### config.mk
export PLATFORM = sky130hd
export DESIGN_NAME = booth_seq_mul_ctrl_flat
export DESIGN_NICKNAME = d
export VERILOG_FILES = /design/src/rtl/booth_seq_mul_ctrl_if.sv /design/src/rtl/booth_seq_mul_ctrl.sv /design/src/flat_wrapper.sv
export SDC_FILE = /design/constraint.sdc
export NUM_CORES = 1
export LEC_CHECK = 0
export BUFFER_PORTS_ARGS = -buffer_cell sky130_fd_sc_hd__buf_4
export CAP_MARGIN = 20
export CORE_ASPECT_RATIO = 0.5
export CORE_UTILIZATION = 50
export DETAILED_ROUTE_END_ITERATION = 8
export PLACE_DENSITY = 0.8
export SLEW_MARGIN = 20
export SYNTH_ARGS = -nofsm -noshare
export SYNTH_HDL_FRONTEND = slang
export SYNTH_SLANG_ARGS = --single-unit
### constraint.sdc
create_clock -name clk -period 9.2 [get_ports clk]
set_input_delay 0.46 -clock clk [delete_from_list [all_inputs] [get_ports clk]]
set_output_delay 0.46 -clock clk [all_outputs]
set_load 0.005 [all_outputs]
### src/rtl/booth_seq_mul_ctrl_if.sv
// Handshake, operand/result bus and Booth digit-select outputs of booth_seq_mul_ctrl.
// The master side offers operands and consumes the product; the slave side is the controller.
interface booth_seq_mul_ctrl_if #(
  parameter int WIDTH = 32,
  parameter int CNT_W = $clog2(WIDTH/2)
);
  logic               in_valid;
  logic               in_ready;
  logic [WIDTH-1:0]   multiplicand;
  logic [WIDTH-1:0]   multiplier;
  logic               flush;
  logic               out_valid;
  logic               out_ready;
  logic [2*WIDTH-1:0] product;
  logic               busy;
  logic               pp_zero;
  logic               pp_one;
  logic               pp_double;
  logic               pp_reverse;
  logic               pp_first;
  logic               pp_last;
  logic [CNT_W-1:0]   pp_index;

  modport master (
    output in_valid, multiplicand, multiplier, flush, out_ready,
    input  in_ready, out_valid, product, busy,
    input  pp_zero, pp_one, pp_double, pp_reverse, pp_first, pp_last, pp_index
  );

  modport slave (
    input  in_valid, multiplicand, multiplier, flush, out_ready,
    output in_ready, out_valid, product, busy,
    output pp_zero, pp_one, pp_double, pp_reverse, pp_first, pp_last, pp_index
  );
endinterface

### src/rtl/booth_seq_mul_ctrl.sv
// Iterative radix-4 Booth multiplier controller: one Booth digit per cycle, emitting
// partial-product selects and accumulating the signed 2*WIDTH product.
module booth_seq_mul_ctrl #(
  parameter int WIDTH = 32,
  parameter int CNT_W = $clog2(WIDTH/2)
) (
  input  logic                clk,
  input  logic                rst_n,
  booth_seq_mul_ctrl_if.slave bus
);
  localparam int              PW         = 2*WIDTH;
  localparam logic [CNT_W-1:0] LAST_DIGIT = CNT_W'(WIDTH/2 - 1);

  typedef enum logic [1:0] {IDLE, RUN, DONE} state_t;

  state_t           state, state_next;
  logic [CNT_W-1:0] cnt, cnt_next;
  logic [PW-1:0]    acc, acc_next;
  logic [WIDTH-1:0] a_reg, a_next;
  logic [WIDTH-1:0] b_reg, b_next;

  logic [WIDTH:0]   b_ext;
  logic [WIDTH:0]   b_shift;
  logic [CNT_W:0]   digit_base;
  logic [2:0]       triplet;
  logic             dig_zero, dig_one, dig_double, dig_reverse;
  logic [PW-1:0]    a_ext;
  logic [PW-1:0]    pp_mag;
  logic [PW-1:0]    pp_signed;
  logic [PW-1:0]    pp_shifted;
  logic [PW-1:0]    acc_sum;
  logic             in_run;

  // Appending B[-1]=0 lets digit i read its triplet from bits [2i+2:2i] of b_ext.
  assign b_ext      = {b_reg, 1'b0};
  assign digit_base = {cnt, 1'b0};
  assign b_shift    = b_ext >> digit_base;
  assign triplet    = b_shift[2:0];

  always_comb begin
    dig_zero    = 1'b0;
    dig_one     = 1'b0;
    dig_double  = 1'b0;
    dig_reverse = 1'b0;
    case (triplet)
      3'b001, 3'b010: dig_one = 1'b1;
      3'b011:         dig_double = 1'b1;
      3'b100: begin
        dig_double  = 1'b1;
        dig_reverse = 1'b1;
      end
      3'b101, 3'b110: begin
        dig_one     = 1'b1;
        dig_reverse = 1'b1;
      end
      default:        dig_zero = 1'b1;
    endcase
  end

  // Sign-extend to the full product width first so that doubling or negating the
  // most-negative multiplicand cannot overflow.
  assign a_ext = {{WIDTH{a_reg[WIDTH-1]}}, a_reg};

  always_comb begin
    pp_mag = '0;
    if (dig_one) begin
      pp_mag = a_ext;
    end else if (dig_double) begin
      pp_mag = a_ext << 1;
    end
    pp_signed = dig_reverse ? (~pp_mag + 1'b1) : pp_mag;
  end

  assign pp_shifted = pp_signed << digit_base;
  assign acc_sum    = acc + pp_shifted;

  always_ff @(posedge clk or negedge rst_n) begin
    if (!rst_n) begin
      state <= IDLE;
    end else begin
      state <= state_next;
    end
  end

  always_ff @(posedge clk or negedge rst_n) begin
    if (!rst_n) begin
      cnt   <= '0;
      acc   <= '0;
      a_reg <= '0;
      b_reg <= '0;
    end else begin
      cnt   <= cnt_next;
      acc   <= acc_next;
      a_reg <= a_next;
      b_reg <= b_next;
    end
  end

  // Flush outranks both operand capture and product handoff.
  always_comb begin
    state_next = state;
    cnt_next   = cnt;
    acc_next   = acc;
    a_next     = a_reg;
    b_next     = b_reg;
    case (state)
      IDLE: begin
        if (bus.in_valid && !bus.flush) begin
          a_next     = bus.multiplicand;
          b_next     = bus.multiplier;
          acc_next   = '0;
          cnt_next   = '0;
          state_next = RUN;
        end
      end
      RUN: begin
        if (bus.flush) begin
          cnt_next   = '0;
          acc_next   = '0;
          state_next = IDLE;
        end else begin
          acc_next = acc_sum;
          if (cnt == LAST_DIGIT) begin
            state_next = DONE;
          end else begin
            cnt_next = cnt + CNT_W'(1);
          end
        end
      end
      DONE: begin
        if (bus.flush) begin
          cnt_next   = '0;
          acc_next   = '0;
          state_next = IDLE;
        end else if (bus.out_ready) begin
          cnt_next   = '0;
          state_next = IDLE;
        end
      end
      default: begin
        cnt_next   = '0;
        acc_next   = '0;
        state_next = IDLE;
      end
    endcase
  end

  assign in_run = (state == RUN);

  assign bus.in_ready   = (state == IDLE);
  assign bus.out_valid  = (state == DONE);
  assign bus.busy       = (state == RUN) || (state == DONE);
  assign bus.product    = (state == DONE) ? acc : '0;

  assign bus.pp_zero    = in_run && dig_zero;
  assign bus.pp_one     = in_run && dig_one;
  assign bus.pp_double  = in_run && dig_double;
  assign bus.pp_reverse = in_run && dig_reverse;
  assign bus.pp_first   = in_run && (cnt == '0);
  assign bus.pp_last    = in_run && (cnt == LAST_DIGIT);
  assign bus.pp_index   = in_run ? cnt : '0;
endmodule

### src/flat_wrapper.sv
// flat-port wrapper written by rule: the top's interface ports become plain ports
module booth_seq_mul_ctrl_flat 
#(
  parameter int WIDTH = 32,
  parameter int CNT_W = $clog2(WIDTH/2)
)
  (clk, rst_n, bus_in_valid, bus_multiplicand, bus_multiplier, bus_flush, bus_out_ready, bus_in_ready, bus_out_valid, bus_product, bus_busy, bus_pp_zero, bus_pp_one, bus_pp_double, bus_pp_reverse, bus_pp_first, bus_pp_last, bus_pp_index);
  booth_seq_mul_ctrl_if #(.WIDTH(WIDTH), .CNT_W(CNT_W)) bus_i ();
  input  logic clk;
  input  logic rst_n;
  input wire logic [$bits(bus_i.in_valid)-1:0] bus_in_valid;
  input wire logic [$bits(bus_i.multiplicand)-1:0] bus_multiplicand;
  input wire logic [$bits(bus_i.multiplier)-1:0] bus_multiplier;
  input wire logic [$bits(bus_i.flush)-1:0] bus_flush;
  input wire logic [$bits(bus_i.out_ready)-1:0] bus_out_ready;
  output wire logic [$bits(bus_i.in_ready)-1:0] bus_in_ready;
  output wire logic [$bits(bus_i.out_valid)-1:0] bus_out_valid;
  output wire logic [$bits(bus_i.product)-1:0] bus_product;
  output wire logic [$bits(bus_i.busy)-1:0] bus_busy;
  output wire logic [$bits(bus_i.pp_zero)-1:0] bus_pp_zero;
  output wire logic [$bits(bus_i.pp_one)-1:0] bus_pp_one;
  output wire logic [$bits(bus_i.pp_double)-1:0] bus_pp_double;
  output wire logic [$bits(bus_i.pp_reverse)-1:0] bus_pp_reverse;
  output wire logic [$bits(bus_i.pp_first)-1:0] bus_pp_first;
  output wire logic [$bits(bus_i.pp_last)-1:0] bus_pp_last;
  output wire logic [$bits(bus_i.pp_index)-1:0] bus_pp_index;
  assign bus_i.in_valid = bus_in_valid;
  assign bus_i.multiplicand = bus_multiplicand;
  assign bus_i.multiplier = bus_multiplier;
  assign bus_i.flush = bus_flush;
  assign bus_i.out_ready = bus_out_ready;
  assign bus_in_ready = bus_i.in_ready;
  assign bus_out_valid = bus_i.out_valid;
  assign bus_product = bus_i.product;
  assign bus_busy = bus_i.busy;
  assign bus_pp_zero = bus_i.pp_zero;
  assign bus_pp_one = bus_i.pp_one;
  assign bus_pp_double = bus_i.pp_double;
  assign bus_pp_reverse = bus_i.pp_reverse;
  assign bus_pp_first = bus_i.pp_first;
  assign bus_pp_last = bus_i.pp_last;
  assign bus_pp_index = bus_i.pp_index;
  booth_seq_mul_ctrl #(.WIDTH(WIDTH), .CNT_W(CNT_W)) u_core (.clk(clk), .rst_n(rst_n), .bus(bus_i));
endmodule
==> flow_summary.yaml <==
finish:
  layout.cells.most_common_list: "169 x nand2_1, 166 x buf_4, 131 x dfrtp_1"
  fill_cells: 2387
  final_layout_size_suffix_gt1_share_pct: 18.5
  final_util_pct: 58.1
  largest_reg_flops: 64
  fin_area_mm2: 0.0154
  num_antenna_cells: 0
  syn_to_final_growth_pct: 13.8
  layout.area.seq_mm2: 0.00336
  fin_nets: 1874
  final_common_cell: "nand2_1"
  multi_input_area_mm2: 0.00966
critical_path:
  r2r_start: "u_core.cnt[0]$_DFFE_PN0P_"
  path_max_fanout: 37
  critPathTopFamily: "compound AO/OA/AOI/OAI gates"
  critPathCapture: "u_core.acc[62]$_DFFE_PN0P_"
  critPathRequiredTime_ns: 9.51
  arrival_ns: 8.82
  path_buf_inv: 2
  crit_start: "u_core.cnt[0]$_DFFE_PN0P_"
  cp-start-kind: "flip-flop"
  r2r_slack_ns: 0.69
  r2r.worst_path.cells: 28
  cp-end-kind: "flip-flop"
  crit_cells: 28
  slowest_delay_ns: 0.63
  crit_slowest_cell: "dfrtp_2"
  crit_type: "reg -> reg"
  cp_common_cell: "a21oi_1"
  rr_endpoint: "u_core.acc[62]$_DFFE_PN0P_"
synthesis:
  syn_area_per_cell_um2: 8.24
  synth_top_area_share_pct: 24.7
  ys_seq_area_share_pct: 24.7
  synth_nets: 1803
  synth_top_area_cell: "dfrtp_1"
  ys.flop_type: "dfrtp_1"
  synth_seq_cells: 134
  synth_area_leaders: "dfrtp_1 25%, ha_1 8.1%, mux2_2 6.6%"
  async_flop_share_pct: 100
  synth-edff-count: 0
  synth_warnings: 0
  syn_inst: 1645
  synth.cell_area_mm2: 0.0136
  synth.distinct_cells: 90
sta:
  setup_tns_ns: 0
  period_share_pct: 92.5
  max_freq_mhz: 117
  fin_crit_ns: 8.51
  rsz0062_at_grt: "no"
  worst_pin_slew_ns: 1.05
  finalClockSkew_ns: 0.0157
  maxSlewHeadroom_pct: 29.7
  finalHoldWorstSlack_ns: -0.00292
  setup_viol: 0
  hold_viol: 3
  drv_slew: 0
  fin_ws_ns: 0.688
placement:
  gp_congestion: 0.986
  postPlaceCellArea_mm2: 0.0148
  io_buffers: 145
  place_ws_ns: 0.966
  place_hpwl_mm: 30.6
status:
  violations: "negative hold slack"
  status: "complete, but fails checks"
flow_run:
  cap_violations: 0
global_routing:
  grt_overflow: 0
  grt_pass1_vias: 12100
  grt_max_degree: 80
  grt_use_total_pct: 29.8
  grt_pass1_wl_mm: 66.0
  antenna_found_initial: 0
cts:
  cts_buffer_depth: 2
  cts_resized: 0
  post-cts-setup-buffers: 0
  clkSinkCount: 134
  clkTransAtPathRegs_ns: 0.07
  tritoncts: "done"
  ctsHtreeMaxLevel: 4
  ctsHoldBuffers: 0
  numCtsBuffers: 17
  clock_latency_ns: 0.47
  clock-root-buffer: "clkbuf_16"
die:
  die_w_um: 235
  fp-row-count: 42
  die_h_um: 118
  core_mm2: 0.0265
  dieArea_mm2: 0.0278
  start_util_pct: 51.1
  ios: 146
drt:
  vias: 13200
  drt_wl_total_mm: 41.1
  drc: 0
  routedWlPerCell_um: 19.8
  ant_nets: 0
  dr.pass1.iters: 8
  vias_per_cell: 6.37
  drt_iter0_drc: 1681
worst_hold_path:
  hp-class: "in -> async"
[routing by layer]
| layer | part of all wire (%) | vias to the layer above | track usage [%] |
|---|---|---|---|
| li1 | - | 6229 | - |
| met5 | 0 | - | 0 |
| met4 | 2.1 | 0 | 9.54 |
| met2 | 42 | 647 | 43.2 |
| met1 | 46 | 6297 | 43.8 |
| met3 | 9.4 | 74 | 6.14 |
[through the flow]
stage	hold WS (ns)	std cells
after floorplan	0.164	1645
after global placement	0.483	2049
after detailed placement	0.494	2049
after CTS	0.0260	2081
after global routing	0.0535	2081
final	-0.00292	2081
[how the worst min path moves through the flow]
stage	start	cells after the start	slack, ns	endpoint
5_1_grt	rst_n	1	0.05	u_core.acc[50]$_DFFE_PN0P_
4_1_cts	rst_n	1	0.03	u_core.acc[51]$_DFFE_PN0P_
3_3_place_gp	u_core.b_reg[28]$_DFFE_PN0P_	1	0.48	u_core.b_reg[28]$_DFFE_PN0P_
3_5_place_dp	u_core.b_reg[28]$_DFFE_PN0P_	1	0.49	u_core.b_reg[28]$_DFFE_PN0P_
2_1_floorplan	rst_n	0	0.16	u_core.a_reg[0]$_DFFE_PN0P_
6_report	rst_n	1	-0.003	u_core.acc[50]$_DFFE_PN0P_
[Yosys cell counts, drive strengths merged, types with 14 or more instances]
cell,count
ha,88
dfrtp,134
mux4,16
a211oi,21
a31oi,35
a21oi,111
nor4,16
nand4,23
nand2,170
mux2i,33
mux2,80
nand3,31
clkbuf,93
o211ai,19
o31ai,23
xor2,55
a21o,53
o21ai,127
o22ai,19
nor2,102
and2,97
xnor2,38
buf,22
nor3,28
inv,28
a22o,14
o21a,15
[cell families after synthesis]
kind of cell    Yosys count  share of synthesized area [%]
compound gates          534                           26.0
xor+xnor                 93                           6.01
fa+ha+maj                89                           8.27
buf+inv                 143                           4.12
flops                   134                           24.7
mux                     129                           12.0
simple gates            523                           19.0
[area by class of cell]
type	instances	share of cell area (%)
clock buffer	17	2.76
clock inverter	15	1.18
inverter	28	0.681
multi-input combinational	1368	62.6
sequential	134	21.8
tap	352	2.85
timing repair buffer	167	8.15
Power is not shown: default switching activity piles up to over one toggle a cycle in this logic, so the estimate is an artifact.
